File: config.mk
export PLATFORM = sky130hd
export DESIGN_NAME = digit_selector_flat
export DESIGN_NICKNAME = d
export VERILOG_FILES = /design/src/rtl/digit_selector_if.sv /design/src/rtl/digit_selector.sv /design/src/flat_wrapper.sv
export SDC_FILE = /design/constraint.sdc
export NUM_CORES = 1
export LEC_CHECK = 0
export BUFFER_PORTS_ARGS = -buffer_cell sky130_fd_sc_hd__buf_2
export CAP_MARGIN = 40
export CORE_MARGIN = 1
export CORE_UTILIZATION = 45
export DETAILED_ROUTE_END_ITERATION = 7
export GPL_TIMING_DRIVEN = 1
export PLACE_DENSITY = 0.74
export SYNTH_ARGS = -nofsm -noshare
export SYNTH_HDL_FRONTEND = slang
export SYNTH_SLANG_ARGS = --single-unit
File: constraint.sdc
create_clock -name clk -period 4.5 [get_ports clk]
set_input_delay 0.225 -clock clk [delete_from_list [all_inputs] [get_ports clk]]
set_output_delay 0.225 -clock clk [all_outputs]
set_load 0.01 [all_outputs]
File: src/rtl/digit_selector_if.sv
// Button/load inputs and digit status outputs of the digit selector.
interface digit_selector_if #(
    parameter int unsigned WIDTH = 4
);
    logic             btn_up;
    logic             btn_down;
    logic             load;
    logic [WIDTH-1:0] load_val;
    logic [WIDTH-1:0] digit;
    logic             changed;
    logic             at_min;
    logic             at_max;

    modport master (
        output btn_up, btn_down, load, load_val,
        input  digit, changed, at_min, at_max
    );

    modport slave (
        input  btn_up, btn_down, load, load_val,
        output digit, changed, at_min, at_max
    );
endinterface

File: src/rtl/digit_selector.sv
// Up/down digit selector: synchronised, debounced buttons step a bounded digit,
// with a clamped load. Only a rising debounced edge steps, so holding never repeats.
module digit_selector #(
    parameter int unsigned WIDTH           = 4,
    parameter int unsigned MIN_VAL         = 1,
    parameter int unsigned MAX_VAL         = 3,
    parameter int unsigned DEBOUNCE_CYCLES = 4,
    parameter int unsigned WRAP            = 1
) (
    input  logic              clk,
    input  logic              rst_n,
    digit_selector_if.slave   bus
);
    localparam int unsigned CntW = $clog2(DEBOUNCE_CYCLES + 1);
    localparam logic [WIDTH-1:0] MinV = WIDTH'(MIN_VAL);
    localparam logic [WIDTH-1:0] MaxV = WIDTH'(MAX_VAL);
    localparam logic [CntW-1:0] CntLast = CntW'(DEBOUNCE_CYCLES - 1);

    // Bit 0 tracks the up button, bit 1 the down button.
    logic [1:0]       btn_raw;
    logic [1:0]       s1_q, s2_q;
    logic [1:0]       deb_q, deb_d;
    logic [1:0]       prev_q;
    logic [CntW-1:0]  cnt_q [2];
    logic [CntW-1:0]  cnt_d [2];
    logic [WIDTH-1:0] digit_q, digit_d;
    logic             changed_q;
    logic [1:0]       step;
    logic             step_up, step_dn;

    assign btn_raw = {bus.btn_down, bus.btn_up};

    always_comb begin
        for (int i = 0; i < 2; i++) begin
            deb_d[i] = deb_q[i];
            cnt_d[i] = '0;
            if (s2_q[i] != deb_q[i]) begin
                if (cnt_q[i] == CntLast) begin
                    deb_d[i] = s2_q[i];
                end else begin
                    cnt_d[i] = cnt_q[i] + CntW'(1);
                end
            end
        end
    end

    // Simultaneous up and down steps cancel each other.
    assign step    = deb_q & ~prev_q;
    assign step_up = step[0] & ~step[1];
    assign step_dn = step[1] & ~step[0];

    always_comb begin
        digit_d = digit_q;
        if (bus.load) begin
            if (bus.load_val < MinV) begin
                digit_d = MinV;
            end else if (bus.load_val > MaxV) begin
                digit_d = MaxV;
            end else begin
                digit_d = bus.load_val;
            end
        end else if (step_up) begin
            if (digit_q >= MaxV) begin
                digit_d = (WRAP != 0) ? MinV : MaxV;
            end else begin
                digit_d = digit_q + WIDTH'(1);
            end
        end else if (step_dn) begin
            if (digit_q <= MinV) begin
                digit_d = (WRAP != 0) ? MaxV : MinV;
            end else begin
                digit_d = digit_q - WIDTH'(1);
            end
        end
    end

    always_ff @(posedge clk) begin
        if (!rst_n) begin
            s1_q      <= '0;
            s2_q      <= '0;
            deb_q     <= '0;
            prev_q    <= '0;
            cnt_q[0]  <= '0;
            cnt_q[1]  <= '0;
            digit_q   <= MinV;
            changed_q <= 1'b0;
        end else begin
            s1_q      <= btn_raw;
            s2_q      <= s1_q;
            deb_q     <= deb_d;
            prev_q    <= deb_q;
            cnt_q[0]  <= cnt_d[0];
            cnt_q[1]  <= cnt_d[1];
            digit_q   <= digit_d;
            changed_q <= (digit_d != digit_q);
        end
    end

    assign bus.digit   = digit_q;
    assign bus.changed = changed_q;
    assign bus.at_min  = (digit_q == MinV);
    assign bus.at_max  = (digit_q == MaxV);
endmodule
File: src/flat_wrapper.sv
// flat-port wrapper written by rule: the top's interface ports become plain ports
module digit_selector_flat 
#(
    parameter int unsigned WIDTH           = 4,
    parameter int unsigned MIN_VAL         = 1,
    parameter int unsigned MAX_VAL         = 3,
    parameter int unsigned DEBOUNCE_CYCLES = 4,
    parameter int unsigned WRAP            = 1
)
  (clk, rst_n, bus_btn_up, bus_btn_down, bus_load, bus_load_val, bus_digit, bus_changed, bus_at_min, bus_at_max);
  digit_selector_if #(.WIDTH(WIDTH)) bus_i ();
  input  logic clk;
  input  logic rst_n;
  input wire logic [$bits(bus_i.btn_up)-1:0] bus_btn_up;
  input wire logic [$bits(bus_i.btn_down)-1:0] bus_btn_down;
  input wire logic [$bits(bus_i.load)-1:0] bus_load;
  input wire logic [$bits(bus_i.load_val)-1:0] bus_load_val;
  output wire logic [$bits(bus_i.digit)-1:0] bus_digit;
  output wire logic [$bits(bus_i.changed)-1:0] bus_changed;
  output wire logic [$bits(bus_i.at_min)-1:0] bus_at_min;
  output wire logic [$bits(bus_i.at_max)-1:0] bus_at_max;
  assign bus_i.btn_up = bus_btn_up;
  assign bus_i.btn_down = bus_btn_down;
  assign bus_i.load = bus_load;
  assign bus_i.load_val = bus_load_val;
  assign bus_digit = bus_i.digit;
  assign bus_changed = bus_i.changed;
  assign bus_at_min = bus_i.at_min;
  assign bus_at_max = bus_i.at_max;
  digit_selector #(.WIDTH(WIDTH), .MIN_VAL(MIN_VAL), .MAX_VAL(MAX_VAL), .DEBOUNCE_CYCLES(DEBOUNCE_CYCLES), .WRAP(WRAP)) u_core (.clk(clk), .rst_n(rst_n), .bus(bus_i));
endmodule
==> results.cfg, run 1 <==
[run_status]
status = finished, final reports clean

[worst_setup_path]
worst-r2r-setup-slack_ns = 2.54
path_buf_inv = 1
start_kind = register
crit_fanout = 8
critical_path.slowest_cell = dfxtp_1
crit_family = compound AO/OA/AOI/OAI gates
reg2reg_depth = 7
critPathKind = register to register
crit_path_end_kind = register
cp_cell_sequence = inv_1, ha_1, nor2_1, o2111ai_1, a221oi_1, o21ai_0, a41oi_2
reg2reg_from = u_core.bus.digit[0]
worstPathArrival_ns = 2.18
crit_path_max_incr_delay_ns = 0.48
required_ns = 4.73
cp.depth = 7
r2r_end = u_core.bus.changed

[finish]
drive_gt1_share_pct = 21.0
postLayoutCoreUtil_pct = 54.7
num_antenna_cells = 0
synthToLayoutAreaGrowth_pct = 14.3
nNetsFinal = 136
final_cells = 146

[timing]
finalHoldViolCount = 0
finalMaxSlewViolations = 0
finalSetupViolCount = 0
rsz0062_at_grt = false
finalCriticalPeriod_ns = 1.96
period_share_pct = 43.5
finalSetupTns_ns = 0
clock-skew-final_ns = 0.00359
max_freq_mhz = 511
maxSlewHeadroom_pct = 76.5
tightest_slew_ns = 0.350

[global_routing]
grt_usage_pct = 15.8
antenna_found_initial = 0
grt_pass1_wl_um = 2500
grt_pass1_vias = 591
grt.overflow.total = 0
grt_max_degree = 12

[logic_synthesis]
synthesis.nets = 117
synth_area_um2 = 930
synth_area_per_cell_um2 = 9.20
synth_top_area_share_pct = 40.9
synth_area_leaders = dfxtp_1 41%, ha_1 9.4%, nor2_1 6.9%, and2_1 5.4%, mux2i_1 3.2%
yosysTopAreaCell = dfxtp_1
yosys_warnings = 0
synth-seq-cells = 19
synth_cell_types = 31
synthesis.instances = 101
ys_seq_area_share_pct = 40.9

[cts]
cts_inserted_buffers = 3
cts_tree = yes
ctsResizeCount = 0
cts_htree_levels = 1
cts_hold_buffers = 0
clock_path_buffers = 2
cts_num_sinks = 19
post-cts-setup-buffers = 0
clock_latency_ns = 0.29
clk_pin_slew_ns = 0.11
root_buffer = clkbuf_4

[min_path]
min_to = u_core.s1_q[0]
holdPathStages = 2
hold_path_class = input pin to register
hold_start = bus_btn_up

[detailed_routing]
drt_iter0_markers = 26
totalWireLength_um = 1610
first_pass_iters = 4
wl_per_cell_um = 11.0
detail-route-antenna-nets = 0
route.detailed.drc = 0
routed_via_density = 5.08
via_count = 742

[floorplan]
initial_utilization_pct = 47.9
num_rows = 16
die_w_um = 47.5
die_y_um = 47.5
die_area_um2 = 2250
coreArea_um2 = 1940
pin_count = 16

[power_and_ir_drop]
p_leak_uw = 0.000450
vdd_ir_drop_max_v = 0.000244
power_density_nw_per_um2 = 273
finalPower_uw = 289

[job]
drv_cap = 0

[placed_design]
port_buffers = 15
gp_congestion = 0.811
hpwl_um = 1260
dp_cells = 142
-- state kept, by name, summed over array words and instances (netlist names) --
signal / count
u_core.bus.changed: 1
u_core.bus.digit: 4
u_core.cnt_q: 6
u_core.deb_q: 2
u_core.prev_q: 2
u_core.s1_q: 2
u_core.s2_q: 2
-- how the worst max path moves through the flow --
stage / startpoint / slack, ns / to
floorplan: u_core.bus.digit[0] / 2.69 / u_core.bus.changed
detailed placement: u_core.bus.digit[0] / 2.58 / u_core.bus.changed
global placement: u_core.bus.digit[0] / 2.68 / u_core.bus.changed
finish: u_core.bus.digit[0] / 2.54 / u_core.bus.changed
CTS: u_core.bus.digit[0] / 2.57 / u_core.bus.changed
global route: u_core.bus.digit[0] / 2.40 / u_core.bus.changed
-- where the power goes --
part	total, µW	leakage [µW]	switching (µW)	internal, µW
Clock	86.8	0.0000177	53.7	33.0
Sequential	175	0.000155	2.73	172
Combinational	27.9	0.000277	14.9	13.0
-- cells in the mapped netlist (all sizes together) --
cell / count
nor2: 17
inv: 7
o311a: 1
clkbuf: 1
nor3: 3
nor2b: 2
and2b: 1
or4: 1
or3: 3
and2: 8
a31oi: 2
a21oi: 1
o211ai: 1
nand2: 4
o2111ai: 1
a2111oi: 1
xnor2: 2
or2: 1
maj3: 1
mux2i: 3
dfxtp: 19
o31ai: 1
o21ai: 6
a221oi: 1
a41oi: 1
nand2b: 2
nor3b: 1
nand4b: 1
a311oi: 1
ha: 7
-- area by class of cell --
type                    instances  area, µm²
multi-input cells              74        519
well taps                      27       33.8
repair buffers                 15       75.1
fillers                       190        880
clock buffers                   3       22.5
clock inverters                 1       5.00
inverters                       7       26.3
flip-flops and latches         19        380
-- placed cells by master (no fill, tap or decap) --
cell type  netlist  routed
a2111oi_0        1       1
a21oi_1          1       1
a221oi_1         1       1
a311oi_1         1       1
a31oi_1          2       2
a41oi_2          1       1
and2_1           8       8
and2b_1          1       1
buf_2            0      15
clkbuf_4         0       3
clkinv_2         0       1
dfxtp_1         19      19
ha_1             7       7
inv_1            7       7
maj3_2           1       1
mux2i_1          3       3
nand2_1          4       4
nand2b_1         2       2
nand4b_1         1       1
nor2_1          17      17
nor2b_1          2       2
nor3_1           3       3
nor3b_1          1       1
o2111ai_1        1       1
o211ai_1         1       1
o21ai_0          5       5
o21ai_2          1       1
o311a_1          1       1
o31ai_4          1       1
or2_4            1       1
or3_1            3       3
or4_4            1       1
xnor2_1          2       2
-- logic make-up after synthesis --
kind of cell,count (synthesis),share of synthesized area [%]
AO/OA/AOI/OAI,17,15.2
XOR/XNOR,2,1.88
adder cells (fa/ha/maj),8,10.6
buffers and inverters,8,3.23
flip-flops,19,40.9
multiplexers,3,3.23
AND/OR/NAND/NOR,44,24.9
-- routing by layer --
metal  track usage, %  routed length [µm]  vias up
met4             6.29                   9        0
met5                0                   0        -
met1             22.6                 793      331
li1                 -                   -      390
met3             2.26                  74        2
met2             23.8                 731       19
-- stage by stage --
stage	setup WS, ns	cell area (µm²)	hold WS, ns
after CTS	2.57	1060	0.135
after global placement	2.68	1030	0.407
final	2.54	1060	0.134
after global routing	2.40	1060	0.123
after floorplan	2.69	930	0.301
after detailed placement	2.58	1030	0.417
No activity file was read; power rests on OpenSTA's default activity.
==> inputs of run 2 (changes only) <==
- clock period: 4.5 -> 1.9 ns (I/O delays scaled with it)
==> results.cfg, run 2 (synthesis gave the netlist of run 1 again) <==
[timing]
finalCriticalPeriod_ns = 1.73
maxSlewHeadroom_pct = 78.8
finalMaxSlewViolations = 0
finalSetupTns_ns = 0
tightest_slew_ns = 0.310
finalSetupViolCount = 0
max_freq_mhz = 578
whs_ns = 0.00750
worst_slack_ns = 0.169
clock-skew-final_ns = 0.000785
rsz0062_at_grt = false
period_share_pct = 91.1
finalHoldViolCount = 0

[worst_setup_path]
crit_path_max_incr_delay_ns = 0.38
crit_path_end_kind = register
cp_cell_sequence = inv_1, ha_1, nor2_1, o2111ai_1, a221oi_2, or3_1, a41oi_2
critical_path.slowest_cell = dfxtp_2
worstPathArrival_ns = 1.90
start_kind = register
path_buf_inv = 1
required_ns = 2.07
critPathKind = register to register
crit_family = compound AO/OA/AOI/OAI gates
crit_fanout = 5

[placed_design]
gp_congestion = 0.836
dp_worst_setup_slack_ns = 0.0938
dp_cells = 143
hpwl_um = 1300
port_buffers = 15

[finish]
multi_input_area_um2 = 531
final_cells = 149
drive_gt1_share_pct = 25.4
layout_common_cells = 17 x nor2_1, 17 x dfxtp_1, 15 x buf_2
num_antenna_cells = 0
synthToLayoutAreaGrowth_pct = 18.4
largest_reg_flops = 6
nNetsFinal = 139
final-seq-area_um2 = 383
nFillCells = 178
largest_register = u_core.cnt_q

[detailed_routing]
wl_per_cell_um = 11.2
highest_layer = met4
detail-route-antenna-nets = 0
totalWireLength_um = 1680
route.detailed.drc = 0
routed_via_density = 5.14
via_count = 766
wl_met2_um = 777
wl_met1_um = 848
first_pass_iters = 4
drt_iter0_markers = 15
wl_met3_um = 42

[cts]
cts_tree = yes
clock_path_buffers = 2
clk_pin_slew_ns = 0.11
clock_latency_ns = 0.29
cts_num_sinks = 19
cts_htree_levels = 1
cts_inserted_buffers = 3
root_buffer = clkbuf_4

[global_routing]
grt_max_degree = 12
antenna_found_initial = 0
grt_usage_pct = 17.2
grt_pass1_wl_um = 2730
grt.overflow.total = 0
grt_pass1_vias = 654

[power_and_ir_drop]
power_density_nw_per_um2 = 624
finalPower_uw = 687
p_leak_uw = 0.000468
vdd_ir_drop_max_v = 0.000429

[floorplan]
die_y_um = 47.5
die_area_um2 = 2250
coreArea_um2 = 1940
pin_count = 16
die_w_um = 47.5
initial_utilization_pct = 47.9
num_rows = 16

[min_path]
hold_path_class = input pin to register

[job]
drv_cap = 0

[run_status]
status = finished, final reports clean
==> run 2: power breakdown <==
part | total (µW) | switching, µW | internal (µW) | leakage [µW]
Sequential | 414 | 6.20 | 408 | 0.000154
Combinational | 73.8 | 38.0 | 35.8 | 0.000296
Clock | 199 | 121 | 78.1 | 0.0000177
Total | 687 | 165 | 522 | 0.000468
==> run 2: repair_timing <==
action | CTS | global route
hold endpoints to repair | 1 | 0
setup endpoints to repair | 0 | 1
hold buffers | 1 | 0
setup buffers | 0 | 1
resized for setup | 0 | 4
==> run 2: final timing paths <==
check                       from                  to  slack, ns  depth (start not counted)
max          u_core.bus.digit[0]  u_core.bus.changed       0.17                          7
min reg2reg   u_core.cnt_q[0][3]  u_core.cnt_q[0][3]       0.43                          1
min                   bus_btn_up      u_core.s1_q[0]      0.007                          2
max reg2reg  u_core.bus.digit[0]  u_core.bus.changed       0.17                          7
==> run 2: per-stage QoR <==
stage / area [µm²] / util (%)
after floorplan: 930 / -
after global placement: 1040 / 53.7
after detailed placement: 1040 / 53.7
after CTS: 1080 / 55.6
after global routing: 1100 / 56.7
final: 1100 / 56.7
==> run 2: metal layers <==
layer	track usage, %	vias to the layer above
li1	-	393
met1	24.2	358
met2	26.6	13
met3	2.26	2
met4	6.86	0
met5	0	-
==> run 2: cell type report <==
type / instances / area share [%]
Timing Repair Buffer: 18 / 9.09
Multi-Input combinational cell: 74 / 48.2
Sequential cell: 19 / 34.8
Inverter: 7 / 2.39
Clock inverter: 1 / 0.455
Clock buffer: 3 / 2.05
Tap cell: 27 / 3.07
==> run 2: worst register-to-register path: cells and delay by family (launching register included) <==
| family | cells | cell delay [ns] |
|---|---|---|
| AOI/OAI and AO/OA | 3 | 0.57 |
| and+or+nand+nor | 2 | 0.33 |
| DFF | 1 | 0.38 |
| buffers and inverters | 1 | 0.10 |
| adders and majority gates | 1 | 0.24 |
